## config.mk

```make
export PLATFORM = sky130hd
export DESIGN_NAME = vif_stream_fifo_flat
export DESIGN_NICKNAME = d
export VERILOG_FILES = /design/src/rtl/vif_stream_fifo_if.sv /design/src/rtl/vif_stream_fifo.sv /design/src/flat_wrapper.sv
export SDC_FILE = /design/constraint.sdc
export NUM_CORES = 1
export LEC_CHECK = 0
export ABC_CLOCK_PERIOD_IN_PS = 2250
export BUFFER_PORTS_ARGS = -buffer_cell sky130_fd_sc_hd__buf_2
export CAP_MARGIN = 20
export CORE_UTILIZATION = 40
export DETAILED_ROUTE_END_ITERATION = 8
export PLACE_DENSITY = 0.68
export SYNTH_ARGS = -nofsm -noshare
export SYNTH_HDL_FRONTEND = slang
export SYNTH_SLANG_ARGS = --single-unit
```

## constraint.sdc

```tcl
create_clock -name clk -period 2.25 [get_ports clk]
set_clock_uncertainty 0.2 [all_clocks]
set_input_delay 0.5625 -clock clk [delete_from_list [all_inputs] [get_ports clk]]
set_output_delay 0.5625 -clock clk [all_outputs]
set_load 0.1 [all_outputs]
```

## src/rtl/vif_stream_fifo_if.sv

```systemverilog
// Valid/ready byte-stream bundle shared by the case-select producer and its consumers.
// The master drives data/valid, the slave drives ready.
interface vif_stream_fifo_if #(
  parameter int unsigned DATA_W = 8
) ();
  logic [DATA_W-1:0] data;
  logic              valid;
  logic              ready;

  modport master (output data, output valid, input ready);
  modport slave  (input data, input valid, output ready);
endinterface

```

## src/rtl/vif_stream_fifo.sv

```systemverilog
// Circular FIFO that buffers an upstream valid/ready stream and re-presents it downstream,
// reporting occupancy and a wrapping count of accepted words.
module vif_stream_fifo #(
  parameter int unsigned DATA_W = 8,
  parameter int unsigned DEPTH  = 4,
  parameter int unsigned CNT_W  = 16,
  localparam int unsigned LVL_W = $clog2(DEPTH + 1),
  localparam int unsigned PTR_W = $clog2(DEPTH)
) (
  input  logic                 clk,
  input  logic                 rst,
  vif_stream_fifo_if.slave     in_if,
  vif_stream_fifo_if.master    out_if,
  output logic [LVL_W-1:0]     level,
  output logic [CNT_W-1:0]     accepted_count
);

  localparam logic [LVL_W-1:0] LevelFull = LVL_W'(DEPTH);

  if (DEPTH < 2 || (DEPTH & (DEPTH - 1)) != 0) begin : gen_depth_check
    $error("vif_stream_fifo: DEPTH must be a power of two and at least 2");
  end

  logic [DATA_W-1:0] mem [DEPTH];
  logic [PTR_W-1:0]  wr_ptr;
  logic [PTR_W-1:0]  rd_ptr;
  logic              in_ready;
  logic              out_valid;
  logic              push;
  logic              pop;

  // Handshakes decode from the registered level only, so full never bypasses a same-cycle pop.
  always_comb begin
    in_ready  = (level != LevelFull);
    out_valid = (level != '0);
    push      = in_if.valid && in_ready;
    pop       = out_valid && out_if.ready;
  end

  assign in_if.ready  = in_ready;
  assign out_if.valid = out_valid;
  assign out_if.data  = out_valid ? mem[rd_ptr] : '0;

  always_ff @(posedge clk or posedge rst) begin
    if (rst) begin
      wr_ptr         <= '0;
      rd_ptr         <= '0;
      level          <= '0;
      accepted_count <= '0;
    end else begin
      if (push) begin
        wr_ptr         <= wr_ptr + PTR_W'(1);
        accepted_count <= accepted_count + CNT_W'(1);
      end
      if (pop) begin
        rd_ptr <= rd_ptr + PTR_W'(1);
      end
      if (push && !pop) begin
        level <= level + LVL_W'(1);
      end else if (pop && !push) begin
        level <= level - LVL_W'(1);
      end
    end
  end

  // Storage is deliberately left out of reset; level gates every read.
  always_ff @(posedge clk) begin
    if (push) begin
      mem[wr_ptr] <= in_if.data;
    end
  end

endmodule

```

## src/flat_wrapper.sv

```systemverilog
// flat-port wrapper written by rule: the top's interface ports become plain ports
module vif_stream_fifo_flat 
#(
  parameter int unsigned DATA_W = 8,
  parameter int unsigned DEPTH  = 4,
  parameter int unsigned CNT_W  = 16,
  localparam int unsigned LVL_W = $clog2(DEPTH + 1),
  localparam int unsigned PTR_W = $clog2(DEPTH)
)
  (clk, rst, level, accepted_count, in_if_data, in_if_valid, in_if_ready, out_if_data, out_if_valid, out_if_ready);
  vif_stream_fifo_if #(.DATA_W(DATA_W)) in_if_i ();
  vif_stream_fifo_if #(.DATA_W(DATA_W)) out_if_i ();
  input  logic clk;
  input  logic rst;
  output logic [LVL_W-1:0] level;
  output logic [CNT_W-1:0] accepted_count;
  input wire logic [$bits(in_if_i.data)-1:0] in_if_data;
  input wire logic [$bits(in_if_i.valid)-1:0] in_if_valid;
  output wire logic [$bits(in_if_i.ready)-1:0] in_if_ready;
  output wire logic [$bits(out_if_i.data)-1:0] out_if_data;
  output wire logic [$bits(out_if_i.valid)-1:0] out_if_valid;
  input wire logic [$bits(out_if_i.ready)-1:0] out_if_ready;
  assign in_if_i.data = in_if_data;
  assign in_if_i.valid = in_if_valid;
  assign in_if_ready = in_if_i.ready;
  assign out_if_data = out_if_i.data;
  assign out_if_valid = out_if_i.valid;
  assign out_if_i.ready = out_if_ready;
  vif_stream_fifo #(.DATA_W(DATA_W), .DEPTH(DEPTH), .CNT_W(CNT_W)) u_core (.clk(clk), .rst(rst), .in_if(in_if_i), .out_if(out_if_i), .level(level), .accepted_count(accepted_count));
endmodule
```

### Yosys cells after proc, flatten, opt, wreduce, memory -nomap -nowiden

Memories as Yosys holds them, arrays and structs flattened.
Index checks and enable logic that the tools add are counted.
W data, S select, Z words.

* add/subtract/negate cells: 5
* eq/ne operators: 1
* muxes and demuxes: 5
* reductions and logical operators: 8

Operators with widths (number)
* $add A16 B1 Y16 const B: 1
* $mux W8: 1
* $mux W3: 2
* $add A2 B1 Y2 const B: 2
* $logic_and A1 B1 Y1: 4
* $add A3 B1 Y3 const B: 1
* $ne A3 B3 Y1 const B: 1
* $reduce_bool A3 Y1: 1
* $sub A3 B1 Y3 const B: 1
* $logic_not A1 Y1: 2
* $mux W1: 2
* $reduce_bool A2 Y1: 1

* bits in registers: 23
* memory bits (writable): 32
* bits of input ports: 12
* word-level logic and storage cells: 24
* memories kept: 1

Memories
* u_core.mem: depth 4, bits a word 8, rd ports 1, clocked after Yosys merged registers in 0, wr ports 1, RTL line vif_stream_fifo.sv:24 `logic [DATA_W-1:0] mem [DEPTH];`

### Longest topological paths before layout

* word-level depth: 6
* depth in mapped cells: 9
* gate-level depth less buffers: 8

### Worst setup path after synthesis

OpenSTA, ideal clock, no wires.

* kind: register -> output
* start: register u_core.level[0]
* end: output port out_if_data[0]
* arrival: 2344 ps
* required time: 1487 ps
* slack: -857 ps
* stages on the path, launching flop included: 4
* path buffers: 1
* cells stage by stage: dfrtp_1 or3_2 buf_6 and2_1

* word-level cells in the longest chain between the ends: 2

Ends and longest elaborated chain
* from (decl): RTL line vif_stream_fifo.sv:14 `output logic [LVL_W-1:0] level,`
* from (signal assigned): RTL line vif_stream_fifo.sv:59 `level <= level + LVL_W'(1);`
* from (signal assigned): RTL line vif_stream_fifo.sv:61 `level <= level - LVL_W'(1);`
* $reduce_bool A3 Y1: RTL line vif_stream_fifo.sv:35 `out_valid = (level != '0);`
* net out_if_valid: RTL line flat_wrapper.sv:21 `output wire logic [$bits(out_if_i.valid)-1:0] out_if_valid;`
* $mux W8: RTL line vif_stream_fifo.sv:42 `assign out_if.data = out_valid ? mem[rd_ptr] : '0;`
* to (decl): RTL line flat_wrapper.sv:20 `output wire logic [$bits(out_if_i.data)-1:0] out_if_data;`

The timed path passes the listed nets, and every way through them passes these cells.

### Worst setup path after layout

* start: register u_core.rd_ptr[0]
* end: output port out_if_data[3]

* word-level cells in the longest chain between the ends: 2

Ends and longest elaborated chain
* from (decl): RTL line vif_stream_fifo.sv:26 `logic [PTR_W-1:0] rd_ptr;`
* from (signal assigned): RTL line vif_stream_fifo.sv:56 `rd_ptr <= rd_ptr + PTR_W'(1);`
* $mem_v2 Z4 W8
* $mux W8: RTL line vif_stream_fifo.sv:42

Every way passes these cells.

==> impl_metrics.json <==
{
  "syn_to_final_growth_pct": 31.3,
  "post-place-cells": 260,
  "grt_pass1_vias": 1393,
  "firstDrtPassIters": 4,
  "vias_per_cell": 4.94,
  "required_ps": 1490,
  "nets": 222,
  "async_reset_ff_share_pct": 41.8,
  "drive_gt1_share_pct": 50.0,
  "finalWorstSetupSlack_ps": -179,
  "synth_top_area_share_pct": 41.0,
  "drv_slew": 0,
  "fmax_mhz": 412,
  "dr.first_iter.drc_count": 67,
  "fin_crit_ps": 2430,
  "drt-total-wl_mm": 4.39,
  "grt_start_max_net_pins": 24,
  "grt_usage_pct": 15.7,
  "drv_cap": 0,
  "critPathCaptureType": "primary output",
  "ys_ff_latch": 55,
  "ant_nets": 0,
  "grt-ovfl-total": 0,
  "synthTopCellsByArea": "edfxtp_1, dfrtp_1, mux4_2",
  "critical_path.max_fanout": 5,
  "coreArea_sq_um": 5570,
  "layout_worst_path_cycle_share_pct": 108,
  "setup_viol": 10,
  "start_util_pct": 42.1,
  "synth-edff-count": 32,
  "antennaDiodeCount": 0,
  "htree_levels": 2,
  "arrival_ps": 1670,
  "die_w_um": 78.6,
  "place_ws_ps": -84.0,
  "clk_pin_slew_ps": 100,
  "numPortBuffers": 40,
  "yosysTopAreaCell": "edfxtp_1",
  "status": "finished, violations left",
  "hold_viol": 0,
  "clk_latency_ps": 310,
  "detail_route.wl_per_cell_um": 15.9,
  "worst_slew_pin_slew_ps": 494,
  "die_area_sq_um": 6170,
  "globalplace.congestion": 0.777,
  "clock_path_buffers": 2,
  "yosys-top-cells-count": "edfxtp_1, dfrtp_1, xnor2_1",
  "synth_warnings": 0,
  "synth.distinct_cells": 28,
  "cts_root_buffer": "clkbuf_8",
  "hp-class": "in -> async",
  "cts_tree": "done",
  "synth.most_common_cell": "edfxtp_1",
  "syn_inst": 144,
  "synth_ff_type": "edfxtp_1",
  "die_h_um": 78.6,
  "cts.hold.buffers_added": 0,
  "vias": 1364,
  "instances_no_fill": 276,
  "rsz0062_at_grt": "yes",
  "crit_type": "reg -> out",
  "cts_buffers": 5,
  "startpoint_type": "flip-flop",
  "max-slew-margin-rel_pct": 67.3,
  "synth_nets": 163,
  "placementRows": 27,
  "grt_pass1_wl_mm": 7.25,
  "antenna_found_initial": 0,
  "cts_sinks": 55,
  "drc": 0,
  "syn-cell-area_sq_um": 2340,
  "ys_seq_area_share_pct": 65.5,
  "avgSynthCellArea_sq_um": 16.3,
  "dp_hpwl_mm": 2.91,
  "io_pins": 41,
  "violations": "negative setup slack"
}
==> sequential cells by signal, summed over array words and instances (netlist names) <==
signal and cells:
u_core.accepted_count 16, u_core.level 3, u_core.rd_ptr 2, u_core.mem 32, u_core.wr_ptr 2
==> metal layers <==
| layer | track usage (%) | routed length, um | vias up |
|---|---|---|---|
| met5 | 0 | 0 | - |
| met4 | 6.11 | 71 | 0 |
| met3 | 3.02 | 128 | 6 |
| met2 | 26.0 | 2320 | 25 |
| met1 | 20.3 | 1870 | 697 |
| li1 | - | - | 636 |
==> logic make-up after synthesis <==
logic type	count (synthesis)	synth area share, %
compound gates	1	0.213
flops	55	65.5
xor+xnor	21	7.84
simple gates	41	11.4
mux	10	8.80
buf+inv	9	2.13
fa+ha+maj	7	4.06
==> worst paths after layout <==
check	endpoint	depth (start not counted)	slack [ps]	startpoint
min in group clk	u_core.mem[2][1]	1	270	in_if_data[1]
max	out_if_data[3]	4	-180	u_core.rd_ptr[0]
min	u_core.accepted_count[8]	3	80	rst
max reg2reg	u_core.level[2]	8	-20	u_core.level[2]
max in group asynchronous	u_core.rd_ptr[0]	3	1500	rst
min reg2reg	u_core.accepted_count[15]	1	270	u_core.accepted_count[15]
==> metrics by stage <==
step	area, sq um	TNS, ps	util [%]	hold slack [ps]
floorplan	2410	-614	-	364
global placement	2730	0	49.0	267
detailed placement	2730	-108	49.0	271
CTS	3020	-1480	54.2	80.9
global route	3080	-2020	55.2	110
finish	3080	-1420	55.2	77.7
==> cell usage in the layout (no fill, tap or decap), types with 2 or more instances in the layout <==
| cell type | n |
|---|---|
| edfxtp_1 | 32 |
| buf_2 | 30 |
| dfrtp_1 | 16 |
| xnor2_1 | 13 |
| buf_12 | 11 |
| buf_4 | 10 |
| xor2_1 | 8 |
| mux4_2 | 8 |
| and2_4 | 8 |
| nand3_1 | 6 |
| nand2_1 | 5 |
| nand4_1 | 5 |
| ha_1 | 5 |
| clkbuf_8 | 5 |
| and2_2 | 4 |
| dfrtp_2 | 4 |
| nor2_1 | 3 |
| inv_1 | 3 |
| buf_6 | 3 |
| dfrtp_4 | 3 |
| and3_1 | 2 |
| or3_4 | 2 |
==> layout make-up <==
type	instances	area [sq um]
Inverter	5	21.3
Clock inverter	3	20.0
Sequential cell	55	1550
Fill cell	446	2490
Clock buffer	5	68.8
Timing Repair Buffer	55	504
Tap cell	72	90.1
Multi-Input combinational cell	81	822
==> repair_timing <==
| item | 4_1_cts | 5_1_grt |
|---|---|---|
| endpoints found under the setup margin | 12 | 14 |
| pin swaps | 6 | 10 |
| resized for setup | 46 | 4 |
| buffers inserted | 4 | 2 |
| cloned | 1 | 1 |
==> critical path, cell delays in order (launching register included) <==
cell and delay, ps:
dfrtp_2 420, buf_12 130, mux4_2 490, and2_4 160, buf_12 160
Power is left out: the tool's default activity adds up to more than one toggle a clock period on the data nets, which glitch-free logic cannot reach.
